## src/rtl/crypt_pkg.sv

```systemverilog
// Shared types and memory-map constants for the LFSR stream-encryption engine.
package crypt_pkg;

  typedef enum logic [2:0] {IDLE, P0, P1, P2, RUN, DONE} state_t;

  localparam logic [7:0] MSG_BASE  = 8'd0;
  localparam logic [7:0] PRE_ADDR  = 8'd41;
  localparam logic [7:0] TAP_ADDR  = 8'd42;
  localparam logic [7:0] INIT_ADDR = 8'd43;
  localparam logic [7:0] OUT_BASE  = 8'd64;
  localparam int         MSG_LEN   = 41;
  localparam int         OUT_LEN   = 64;
  localparam logic [7:0] SPACE     = 8'h20;

  // One LFSR step: shift left, feedback is the parity of the tapped bits.
  function automatic logic [7:0] lfsr_next(input logic [7:0] s, input logic [7:0] t);
    return {s[6:0], ^(s & t)};
  endfunction

endpackage

```

## src/rtl/top_module_crypt_data_mem.sv

```systemverilog
// 256-byte data memory: combinational read port, synchronous write port, never reset.
module data_mem
  import crypt_pkg::*;
(
  input  logic       clk,
  input  logic [7:0] raddr,
  output logic [7:0] rdata,
  input  logic       we,
  input  logic [7:0] waddr,
  input  logic [7:0] wdata
);

  logic [7:0] my_memory [0:255];

  assign rdata = my_memory[raddr];

  always_ff @(posedge clk) begin
    if (we)
      my_memory[waddr] <= wdata;
  end

endmodule

```

## src/rtl/top_module_crypt.sv

```systemverilog
// Encryption engine top: parameter fetch, 64-byte RUN loop with LFSR keystream, done flag.
module top_module_crypt
  import crypt_pkg::*;
(
  input  logic        clk,
  input  logic        start_n,
  input  logic [15:0] startAddress,
  output logic        halt
);

  state_t     state, state_nxt;
  logic [5:0] idx;
  logic [7:0] lfsr, pre, taps;
  logic [7:0] raddr, rdata, waddr, wdata;
  logic       we;
  logic [8:0] offset;
  logic       in_msg;

  data_mem DataMem (
    .clk   (clk),
    .raddr (raddr),
    .rdata (rdata),
    .we    (we),
    .waddr (waddr),
    .wdata (wdata)
  );

  // Message index for this output slot; out-of-window slots become padding.
  assign offset = {3'b000, idx} - {1'b0, pre};
  assign in_msg = ({1'b0, pre} <= {3'b000, idx}) && (offset < 9'(MSG_LEN));

  always_comb begin
    state_nxt = state;
    raddr     = MSG_BASE;
    we        = 1'b0;
    waddr     = OUT_BASE + {2'b00, idx};
    wdata     = (in_msg ? rdata : SPACE) ^ lfsr;
    case (state)
      IDLE: state_nxt = (startAddress == 16'd0) ? P0 : DONE;
      P0: begin
        raddr     = PRE_ADDR;
        state_nxt = P1;
      end
      P1: begin
        raddr     = TAP_ADDR;
        state_nxt = P2;
      end
      P2: begin
        raddr     = INIT_ADDR;
        state_nxt = RUN;
      end
      RUN: begin
        raddr = MSG_BASE + offset[7:0];
        we    = 1'b1;
        if (idx == 6'(OUT_LEN - 1))
          state_nxt = DONE;
      end
      DONE:    state_nxt = DONE;
      default: state_nxt = IDLE;
    endcase
  end

  always_ff @(posedge clk or negedge start_n) begin
    if (!start_n) begin
      state <= IDLE;
      idx   <= 6'd0;
      lfsr  <= 8'd0;
      pre   <= 8'd0;
      taps  <= 8'd0;
    end else begin
      state <= state_nxt;
      case (state)
        P0: pre  <= rdata;
        P1: taps <= rdata;
        P2: lfsr <= rdata;
        RUN: begin
          lfsr <= lfsr_next(lfsr, taps);
          idx  <= idx + 6'd1;
        end
        default: ;
      endcase
    end
  end

  assign halt = (state == DONE);

endmodule

```

## config.mk

```make
export PLATFORM = sky130hd
export DESIGN_NAME = top_module_crypt
export DESIGN_NICKNAME = d
export VERILOG_FILES = /design/src/rtl/crypt_pkg.sv /design/src/rtl/top_module_crypt_data_mem.sv /design/src/rtl/top_module_crypt.sv
export SDC_FILE = /design/constraint.sdc
export NUM_CORES = 1
export LEC_CHECK = 0
export CAP_MARGIN = 15
export CORE_AREA = 5 5 42 44
export DETAILED_ROUTE_END_ITERATION = 7
export DIE_AREA = 0 0 47 49
export PLACE_DENSITY_LB_ADDON = 0.08
export SYNTH_ARGS = -nofsm -noshare
export SYNTH_HDL_FRONTEND = slang
export SYNTH_SLANG_ARGS = --single-unit
```

## constraint.sdc

```tcl
create_clock -name clk -period 1.73 [get_ports clk]
set_input_delay 0.2595 -clock clk [delete_from_list [all_inputs] [get_ports clk]]
set_output_delay 0.2595 -clock clk [all_outputs]
set_load 0.02 [all_outputs]
```

==> results of run 1 <==
worst max path at each step:
stage	from	to	slack, ns	depth (start not counted)
final	state[1]$_DFFE_PN0P_	halt	0.18	3
after detailed placement	startAddress[0]	state[2]$_DFFE_PN0P_	0.15	4
after floorplan	state[1]$_DFFE_PN0P_	halt	0.50	2
after global routing	state[1]$_DFFE_PN0P_	halt	0.12	3
after global placement	state[1]$_DFFE_PN0P_	halt	0.20	3
after CTS	state[1]$_DFFE_PN0P_	halt	0.15	3
cell usage after synthesis:
cell / count
sky130_fd_sc_hd__mux2_1: 1
sky130_fd_sc_hd__a31oi_1: 1
sky130_fd_sc_hd__xnor2_1: 6
sky130_fd_sc_hd__and2b_1: 1
sky130_fd_sc_hd__nor4_1: 3
sky130_fd_sc_hd__nor3b_4: 1
sky130_fd_sc_hd__ha_1: 1
sky130_fd_sc_hd__buf_6: 1
sky130_fd_sc_hd__a211oi_1: 1
sky130_fd_sc_hd__xor2_1: 1
sky130_fd_sc_hd__o22ai_1: 1
sky130_fd_sc_hd__nor2_1: 2
sky130_fd_sc_hd__o41a_1: 1
sky130_fd_sc_hd__or2b_1: 1
sky130_fd_sc_hd__nand4_1: 3
sky130_fd_sc_hd__dfrtp_1: 9
sky130_fd_sc_hd__nand2_1: 2
sky130_fd_sc_hd__inv_1: 1
sky130_fd_sc_hd__and3_1: 2
where the power goes:
group          internal (mW)  switching [mW]
Combinational          0.184           0.143
Sequential             0.295          0.0696
Clock                 0.0887          0.0709
Total                  0.568           0.284
cell type report:
cell class	count	area (µm²)	share of cell area
inverter	1	3.75	0.00542
multi-input combinational	28	215	0.311
clock buffer	4	26.3	0.0380
tap	16	20.0	0.0289
sequential	9	225	0.325
timing repair buffer	21	201	0.291
sequential cells by signal (all words and copies together), names as in the netlist:
signal,count
idx,6
state,3
cells by family after synthesis:
group,share of synthesized area
AOI/OAI and AO/OA,0.0687
xor gates and xnor gates,0.135
adders and majority gates,0.0275
buffers and inverters,0.0330
DFF,0.495
muxes,0.0247
and+or+nand+nor,0.217
routing by layer:
metal | up-vias | routed length [µm]
li1 | 190 | -
met1 | 170 | 383
met2 | 14 | 473
met3 | 2 | 129
met4 | 0 | 23
met5 | - | 0
metrics by stage:
step | hold WS, ns | worst slack [ns] | util | total power, mW
3_3_place_gp | 0.462 | 0.199 | 0.476 | 0.695
4_1_cts | 0.298 | 0.151 | 0.494 | 0.869
2_1_floorplan | -0.0361 | 0.503 | - | 0.600
3_5_place_dp | 0.461 | 0.151 | 0.476 | 0.708
6_report | 0.291 | 0.184 | 0.494 | 0.852
5_1_grt | 0.338 | 0.116 | 0.494 | 0.927
==> impl_metrics.csv, run 1 <==
group,metric,value,unit
floorplanning,design.die.area,0.00230,mm²
pwr,static-leakage-power,0.289,nW
floorplanning,die-height,49,µm
drt,wire_per_inst,12.8,µm
critical_path,worstPathMaxFanout,2,
synth,netlist_top_cells_area,"sky130_fd_sc_hd__dfrtp_1, sky130_fd_sc_hd__xnor2_1, sky130_fd_sc_hd__nand4_1",
clocking,cts-htree-levels,1,
global_route,first_global_vias,387,
drt,drtIter0Drc,2,
synth,avgSynthCellArea,11.7,µm²
drt,route.detailed.drc,0,
floorplanning,die-width,47,µm
placed_design,placedInstanceArea,667,µm²
critical_path,cp.arrival,1.29,ns
clocking,cts_made_buffers,3,
clocking,cts_sinks,9,
drt,post_route_ant_nets,0,
sta,timing.final.crit_share,0.894,
critical_path,cp_num_buf_inv,1,
critical_path,crit_path_max_delay_family,"flip-flops",
synth,yosys_register_bits,9,
sta,tns,0,ns
critical_path,worst_setup_path_start_kind,"register",
critical_path,critical-path-slowest-cell,"sky130_fd_sc_hd__dfrtp_1",
clocking,ctsResizeCount,1,
finish,postLayoutCellArea,692,µm²
synth,synthesis.nets,58,
global_route,grt_pass1_wl,1650,µm
critical_path,worst_path_largest_cell_delay,0.38,ns
sta,transition_time_at_the_pin_with_the_least_slew_margin,0.404,ns
floorplanning,placementRows,14,
finish,antenna_cells,0,
critical_path,crit_path_kind,"reg2out",
finish,final_cell_mix,"sky130_fd_sc_hd__clkdlybuf4s50_1, sky130_fd_sc_hd__dfrtp_1, sky130_fd_sc_hd__xnor2_1",
sta,fmaxAchievable,647,MHz
synth,post-synth-top-area-fraction,0.495,
critical_path,reg2reg_from,"state[2]$_DFFE_PN0P_",
sta,unrepaired_setup_endpoints_after_global_routing,"false",
floorplanning,start_util,0.325,
synth,area_of_the_mapped_netlist,455,µm²
pwr,vdd_ir_drop_max,508,µV
clocking,worstSkewPairLatency,0.26,ns
global_route,number_of_antenna_violations_at_the_first_check_in_global_routing,0,
finish,drive_above_1_share,0.111,
critical_path,regToRegEndpoint,"state[2]$_DFFE_PN0P_",
finish,final_nets,83,
global_route,global_route.overflow_total,0,
drt,drt-vias-per-instance,4.76,
clocking,clk_pin_slew_worst_paths,0.06,ns
sta,finalMaxSlewViolations,0,
critical_path,setup.worst_path.end_class,"primary output",
synth,netlist.top_cell.by_area,"sky130_fd_sc_hd__dfrtp_1",
placed_design,gp_routability_congestion,0.740,
sta,final.min_clock_period,1.55,ns
synth,yosys_warnings,0,
critical_path,regToRegSetupSlack,0.39,ns
global_route,global_route.usage.met3,0.0480,
critical_path,reg2regPathDepth,4,
synth,sequential_element_share_of_the_synthesized_area,0.495,
sta,finalHoldViolCount,0,
drt,drt-pass1-iter-count,2,
drt,routed-via-count,376,
floorplanning,io-pin-count,19,
hold_path,path_type_of_the_worst_min_delay_path,"in2async",
drt,postRouteWirelength,1010,µm
finish,synthToLayoutAreaGrowth,51.9,%
global_route,largest_net_degree_at_the_start_of_global_routing,10,
clocking,cts_tree,"done",
global_route,grtUsageMet1,0.118,
pwr,power_density,1230,mW/mm²
floorplanning,placeable_core_region,0.00140,mm²
finish,fillerInstances,137,
placed_design,dp_cells,75,
critical_path,worst_ep_required_time,1.47,ns
global_route,grt_util_met2,0.143,
global_route,groute.usage.overall,0.102,
sta,skew,0.00723,ns
synth,post_synth_num_cell_types,19,
flow_run,max-cap-violations,0,
finish,non_filler_cells_final,79,
status,status,"complete, no violations",
sta,timing.slew.headroom,0.730,
clocking,post-cts-setup-buffer-count,0,
finish,most_common_library_cell_in_the_layout_ignoring_fill_and_taps,"sky130_fd_sc_hd__clkdlybuf4s50_1",
placed_design,port_buffers,18,
global_route,gr-max-usage-layer,"met2",
clocking,clk_path_buf_depth,2,
sta,finalSetupViolCount,0,
critical_path,crit_chain,"or2b_1, nor2_1, dlygate4sd2_1",
synth,cells_after_synth,39,
clocking,clock_tree.root_cell,"sky130_fd_sc_hd__clkbuf_4",
clocking,cts_hold_repair.buffers,0,
Power figures use the tool's default switching activity.
==> run 2: changes to the inputs <==
--- a/config.mk
+++ b/config.mk
@@ -7,9 +7,11 @@
 export LEC_CHECK = 0
 export CAP_MARGIN = 15
 export CORE_AREA = 5 5 42 44
+export CTS_CLUSTER_DIAMETER = 100
 export DETAILED_ROUTE_END_ITERATION = 7
 export DIE_AREA = 0 0 47 49
 export PLACE_DENSITY_LB_ADDON = 0.08
+export SLEW_MARGIN = 20
 export SYNTH_ARGS = -nofsm -noshare
 export SYNTH_HDL_FRONTEND = slang
 export SYNTH_SLANG_ARGS = --single-unit
==> results of run 2 <==
Same layout as run 1: the final DEF is identical, and so are final timing and power.
==> run 3: changes to the inputs <==
--- a/config.mk
+++ b/config.mk
@@ -5,6 +5,7 @@
 export SDC_FILE = /design/constraint.sdc
 export NUM_CORES = 1
 export LEC_CHECK = 0
+export ABC_AREA = 1
 export CAP_MARGIN = 15
 export CORE_AREA = 5 5 42 44
 export CTS_CLUSTER_DIAMETER = 100
==> run 3 against run 2 <==
Register-to-register slack better by 0.18 ns. Global-route usage up 0.13 points. Worst hold slack about the same. Synthesized area up 12%. Routed wire length up 5.0%. Fmax up 0.82%. Flip-flop and latch count unchanged. Utilization up 3.7 points. Combinational power down 86%. Clock skew down 0.0037 ns. Critical path type unchanged. Highest routed layer unchanged.
==> impl_metrics.csv, run 3 <==
group,metric,value,unit
status,status,"complete, no violations",
global_route,first_global_vias,403,
floorplanning,die-width,47,µm
critical_path,regToRegEndpoint,"idx[5]$_DFFE_PN0N_",
finish,final_nets,105,
critical_path,reg2regPathDepth,7,
drt,postRouteWirelength,1060,µm
finish,registers.top_by_ff_count,"idx",
sta,finalHoldViolCount,0,
floorplanning,start_util,0.364,
floorplanning,io-pin-count,19,
sta,fmaxAchievable,652,MHz
clocking,clock_tree.root_cell,"sky130_fd_sc_hd__clkbuf_4",
synth,synth_edf_count,0,
synth,synthMuxAreaShare,0,
pwr,power_density,569,mW/mm²
synth,synth-adder-area-share,0.0245,
global_route,grt_pass1_wl,1600,µm
critical_path,crit_path_max_delay_family,"buffers and inverters",
synth,post_synth_num_cell_types,18,
sta,unrepaired_setup_endpoints_after_global_routing,"false",
finish,drive_above_1_share,0.118,
clocking,cts_sinks,9,
pwr,p_clk_frac,0.391,
clocking,post-cts-setup-buffer-count,0,
floorplanning,placeable_core_region,0.00140,mm²
synth,post-synth-top-area-fraction,0.441,
sta,transition_time_at_the_pin_with_the_least_slew_margin,0.411,ns
global_route,global_route.overflow_total,0,
floorplanning,placementRows,14,
synth,synth_most_common_cell,"sky130_fd_sc_hd__nor2_1",
clocking,cts_tree,"done",
clocking,worstSkewPairLatency,0.26,ns
synth,yosys_register_bits,9,
drt,drt-vias-per-instance,4.47,
critical_path,worstPathMaxFanout,4,
global_route,largest_net_degree_at_the_start_of_global_routing,10,
drt,post_route_ant_nets,0,
global_route,number_of_antenna_violations_at_the_first_check_in_global_routing,0,
synth,sequential_element_share_of_the_synthesized_area,0.441,
floorplanning,die-height,49,µm
critical_path,critical-path-slowest-cell,"sky130_fd_sc_hd__dfrtp_1",
critical_path,cp_num_buf_inv,2,
synth,cells_after_synth,62,
clocking,cts-htree-levels,1,
finish,largest_register_ffs,6,
synth,avgSynthCellArea,8.23,µm²
synth,synth.top_cells.by_count,"sky130_fd_sc_hd__nor2_1, sky130_fd_sc_hd__nand2_1, sky130_fd_sc_hd__dfrtp_1",
drt,drtIter0Drc,5,
critical_path,worst_path_largest_cell_delay,0.40,ns
sta,tns,0,ns
drt,route.detailed.drc,0,
pwr,combPwrFrac,0.111,
synth,synthArstFlopShare,1.00,
pwr,vdd_ir_drop_max,358,µV
critical_path,worst_setup_path_start_kind,"register",
finish,non_filler_cells_final,101,
clocking,cts_made_buffers,3,
critical_path,cp.arrival,1.27,ns
hold_path,path_type_of_the_worst_min_delay_path,"in2async",
critical_path,worst_ep_required_time,1.47,ns
clocking,clk_path_buf_depth,2,
sta,final.min_clock_period,1.53,ns
synth,synth_top_family_by_area,"simple AND/OR/NAND/NOR gates",
critical_path,worstSetupStartpoint,"state[0]$_DFFE_PN0P_",
critical_path,crit_chain,"inv_1, nor3_1, dlygate4sd2_1",
finish,synthToLayoutAreaGrowth,45.6,%
placed_design,port_buffers,18,
pwr,static-leakage-power,0.329,nW
drt,wire_per_inst,10.5,µm
synth,synth_compound_area_frac,0.0294,
synth,synth_xor_area_frac,0.0686,
placed_design,hpwlAfterDp,889,µm
flow_run,max-cap-violations,0,
finish,antenna_cells,0,
sta,finalMaxSlewViolations,0,
finish,most_common_library_cell_in_the_layout_ignoring_fill_and_taps,"sky130_fd_sc_hd__clkdlybuf4s50_1",
synth,area_of_the_mapped_netlist,510,µm²
critical_path,reg2reg_from,"state[1]$_DFFE_PN0P_",
critical_path,crit_path_kind,"reg2out",
finish,final_cell_mix,"sky130_fd_sc_hd__clkdlybuf4s50_1, sky130_fd_sc_hd__nor2_1, sky130_fd_sc_hd__nand2_1",
floorplanning,design.die.area,0.00230,mm²
synth,netlist_top_cells_area,"sky130_fd_sc_hd__dfrtp_1, sky130_fd_sc_hd__nor2_1, sky130_fd_sc_hd__nand2_1",
drt,drt-pass1-iter-count,4,
placed_design,gp_routability_congestion,0.666,
sta,timing.final.crit_share,0.886,
synth,yosys_warnings,0,
drt,routed-via-count,451,
pwr,power.net_switching,0.0876,mW
synth,netlist.top_cell.by_area,"sky130_fd_sc_hd__dfrtp_1",
clocking,clk_pin_slew_worst_paths,0.06,ns
synth,synthSimpleGateAreaFrac,0.392,
pwr,cellInternalPower,0.335,mW
pwr,seq_power_share,0.498,
global_route,groute.usage.overall,0.103,
synth,synthesis.nets,81,
sta,finalSetupViolCount,0,
critical_path,setup.worst_path.end_class,"primary output",
sta,skew,0.00349,ns
finish,biggestRegsByFlops,"idx x6, state x3",
sta,timing.slew.headroom,0.725,
placed_design,dp_cells,97,
critical_path,regToRegSetupSlack,0.57,ns
synth,ys_dominant_reg_cell,"sky130_fd_sc_hd__dfrtp_1",
pwr,power.share.switching,0.207,
run 3: cell count changes after synthesis, moves of 3 or more:
| cell | before | now |
|---|---|---|
| sky130_fd_sc_hd__inv_1 | 1 | 4 |
| sky130_fd_sc_hd__nand2_1 | 2 | 13 |
| sky130_fd_sc_hd__nand3_1 | 0 | 4 |
| sky130_fd_sc_hd__nor2_1 | 2 | 14 |
| sky130_fd_sc_hd__nor3_1 | 0 | 3 |
| sky130_fd_sc_hd__nor4_1 | 3 | 0 |
| sky130_fd_sc_hd__xnor2_1 | 6 | 2 |
run 3: cells by family after synthesis:
kind of cell    after synthesis
simple gates                 40
flops                         9
buf+inv                       5
xor+xnor                      4
compound gates                3
fa+ha+maj                     1
run 3: layout make-up:
type                       count  area, µm²
tap                           16       20.0
multi-input combinational     48        263
sequential                     9        225
inverter                       4       15.0
timing repair buffer          20        194
clock buffer                   4       26.3
fill                         141        658
run 3: through the flow:
step / power (mW) / cell area, µm² / utilization / hold slack [ns] / setup slack [ns]
2_1_floorplan: 0.220 / 510 / - / -0.0361 / 0.506
3_3_place_gp: 0.262 / 718 / 0.513 / 0.490 / 0.194
3_5_place_dp: 0.262 / 718 / 0.513 / 0.501 / 0.171
4_1_cts: 0.434 / 743 / 0.530 / 0.301 / 0.164
5_1_grt: 0.446 / 743 / 0.530 / 0.311 / 0.0955
6_report: 0.423 / 743 / 0.530 / 0.290 / 0.196
run 3: worst max path at each step:
stage / to / slack (ns) / cells past startpoint
after floorplan: halt / 0.51 / 2
after global placement: halt / 0.19 / 3
after detailed placement: halt / 0.17 / 3
after CTS: halt / 0.16 / 3
after global routing: halt / 0.1 / 3
final: halt / 0.20 / 3
run 3: timing repair:
| item | in CTS | in global routing |
|---|---|---|
| setup endpoints to repair | 1 | 0 |
| resized for setup | 1 | 0 |
| hold buffers | 0 | 0 |
run 3: per-layer routing:
layer / part of all wire / vias up / wire length, µm / global-route usage
met5: 0 / - / 0 / 0
met4: 0.040 / 0 / 42 / 0.0968
met3: 0.081 / 5 / 86 / 0.0369
met2: 0.48 / 12 / 506 / 0.149
met1: 0.40 / 189 / 426 / 0.109
li1: - / 245 / - / -
run 3: power groups by stage:
stage | Clock [mW] | Combinational (mW) | Sequential [mW]
5_1_grt | 0.185 | 0.0505 | 0.210
4_1_cts | 0.176 | 0.0481 | 0.210
3_3_place_gp | 0 | 0.0472 | 0.214
6_report | 0.165 | 0.0471 | 0.210
2_1_floorplan | 0 | 0.00525 | 0.214
3_5_place_dp | 0 | 0.0478 | 0.214
==> variant 1 (settings of run 2) <==
Set the package constant `OUT_LEN` to 32 (it was 64).
--- a/src/rtl/crypt_pkg.sv
+++ b/src/rtl/crypt_pkg.sv
@@ -9,7 +9,7 @@
   localparam logic [7:0] INIT_ADDR = 8'd43;
   localparam logic [7:0] OUT_BASE  = 8'd64;
   localparam int         MSG_LEN   = 41;
-  localparam int         OUT_LEN   = 64;
+  localparam int         OUT_LEN   = 32;
   localparam logic [7:0] SPACE     = 8'h20;
 
   // One LFSR step: shift left, feedback is the parity of the tapped bits.
Check against the original RTL: no difference found for any inputs over 10 cycles, from zero or initial values; that may be too few to reach the edited logic, so the function may still have changed.
==> variant 1 against run 2 <==
Register-to-register slack lost 0.02 ns. Total power shrank 0.81%. Critical path type unchanged. Non-clock buffer count shrank 1. Sequential cell count is the same. Final area shrank 0.36%. Setup slack gained 0.0084 ns. Synthesized area shrank 1.4%. Routed wire length grew 6.3%. Highest routed layer unchanged.
==> variant 1: results (changes against run 2) <==
Clock skew: 0.00307 ns (was 0.00723 ns)
Share of flip-flops with an asynchronous set or reset: 100% (unchanged)
Global-route wire length before repair: 1.84 mm (was 1.65 mm)
Final nets: 81 (was 83)
Synthesized instance count: 37 (was 39)
Pre-antenna DRT Iters: 4 (was 2)
Synth cell count leaders: 9 x dfrtp_1, 6 x xnor2_1, 4 x nand4_1 (was 9 x dfrtp_1, 6 x xnor2_1, 3 x nand4_1, 3 x nor4_1)
Filler Cells Inserted: 141 (was 137)
Critical path's largest stage delay: 0.37 ns
Sequential cell area fraction in the yosys report: 50.1% (was 49.5%)
Syn_nets: 56 (was 58)
Starting DRT DRC Count: 1 (was 2)
Final WL: 1.07 mm (was 1.01 mm)
DR vias: 385 (was 376)
Total GRT Usage: 10.8% (was 10.2%)
CTS Buffer Depth: 2 (unchanged)
Leak: 0.269 nW (was 0.289 nW)
Pre-CTS setup slack: 0.180 ns (was 0.151 ns)
Clock Tree Root: clkbuf_4 (unchanged)
Share of cells above drive strength 1: 14.8% (was 11.1%)
Maximum VDD drop: 0.651 mV (was 0.508 mV)
NetSw: 277 uW (was 284 uW)
Status: finished, final reports clean (unchanged)
Worst Max-Slew Pin Slew: 0.411 ns (was 0.404 ns)
RD Place Congestion: 0.734 (was 0.740)
Placed insts: 73 (was 75)
Vias in the first global route: 415 (was 387)
Synth unique cells: 17 (was 19)
Placed Instance Area: 664 sq um (was 667 sq um)
Synth top area cells: dfrtp_1 50%, xnor2_1 12%, nand4_1 5.6% (was dfrtp_1 49%, xnor2_1 12%, nand4_1 4.1%)
Via/cell ratio: 5.00 (was 4.76)
variant 1: path summary, 6_finish.rpt:
kind                          start  cells after the start       end  slack, ns
setup / recovery           state[2]                      3      halt       0.19
hold / removal              start_n                      1  state[1]       0.31
setup reg to reg           state[2]                      4  state[2]       0.37
hold reg to reg              idx[5]                      1    idx[5]       0.50
max in group asynchronous   start_n                      1    idx[2]       1.13
min in group clk             idx[5]                      1    idx[5]       0.50
variant 1: kinds of logic (layout without fill, tap and decap cells):
family	after synthesis	after routing	synth area share [%]
flops	9	9	50.1
buf+inv	0	24	0
simple gates	15	15	23.1
xor+xnor	7	7	13.6
fa+ha+maj	1	1	2.79
compound gates	4	4	7.80
mux	1	1	2.51
variant 1: routing by layer:
| layer | part of all wire [%] | global-route usage (%) | wire [um] | up-vias |
|---|---|---|---|---|
| met4 | 2.3 | 1.84 | 25 | 0 |
| met1 | 32 | 11.8 | 346 | 181 |
| li1 | - | - | - | 185 |
| met5 | 0 | 0 | 0 | - |
| met3 | 9.0 | 4.80 | 97 | 4 |
| met2 | 56 | 18.6 | 605 | 15 |
variant 1: power groups by stage:
stage	logic, mW	clock network [mW]	registers [mW]
after floorplan	0.219	0	0.370
after global placement	0.305	0	0.384
after detailed placement	0.319	0	0.391
after CTS	0.314	0.155	0.387
after global routing	0.341	0.167	0.402
final	0.305	0.152	0.388
variant 1: cell type report:
class                           instances  area, sq um  share of cell area [%]
Sequential cell                         9          225                    32.7
Multi-Input combinational cell         28          224                    32.5
Timing Repair Buffer                   20          194                    28.1
Clock buffer                            4         26.3                    3.81
Tap cell                               16         20.0                    2.90
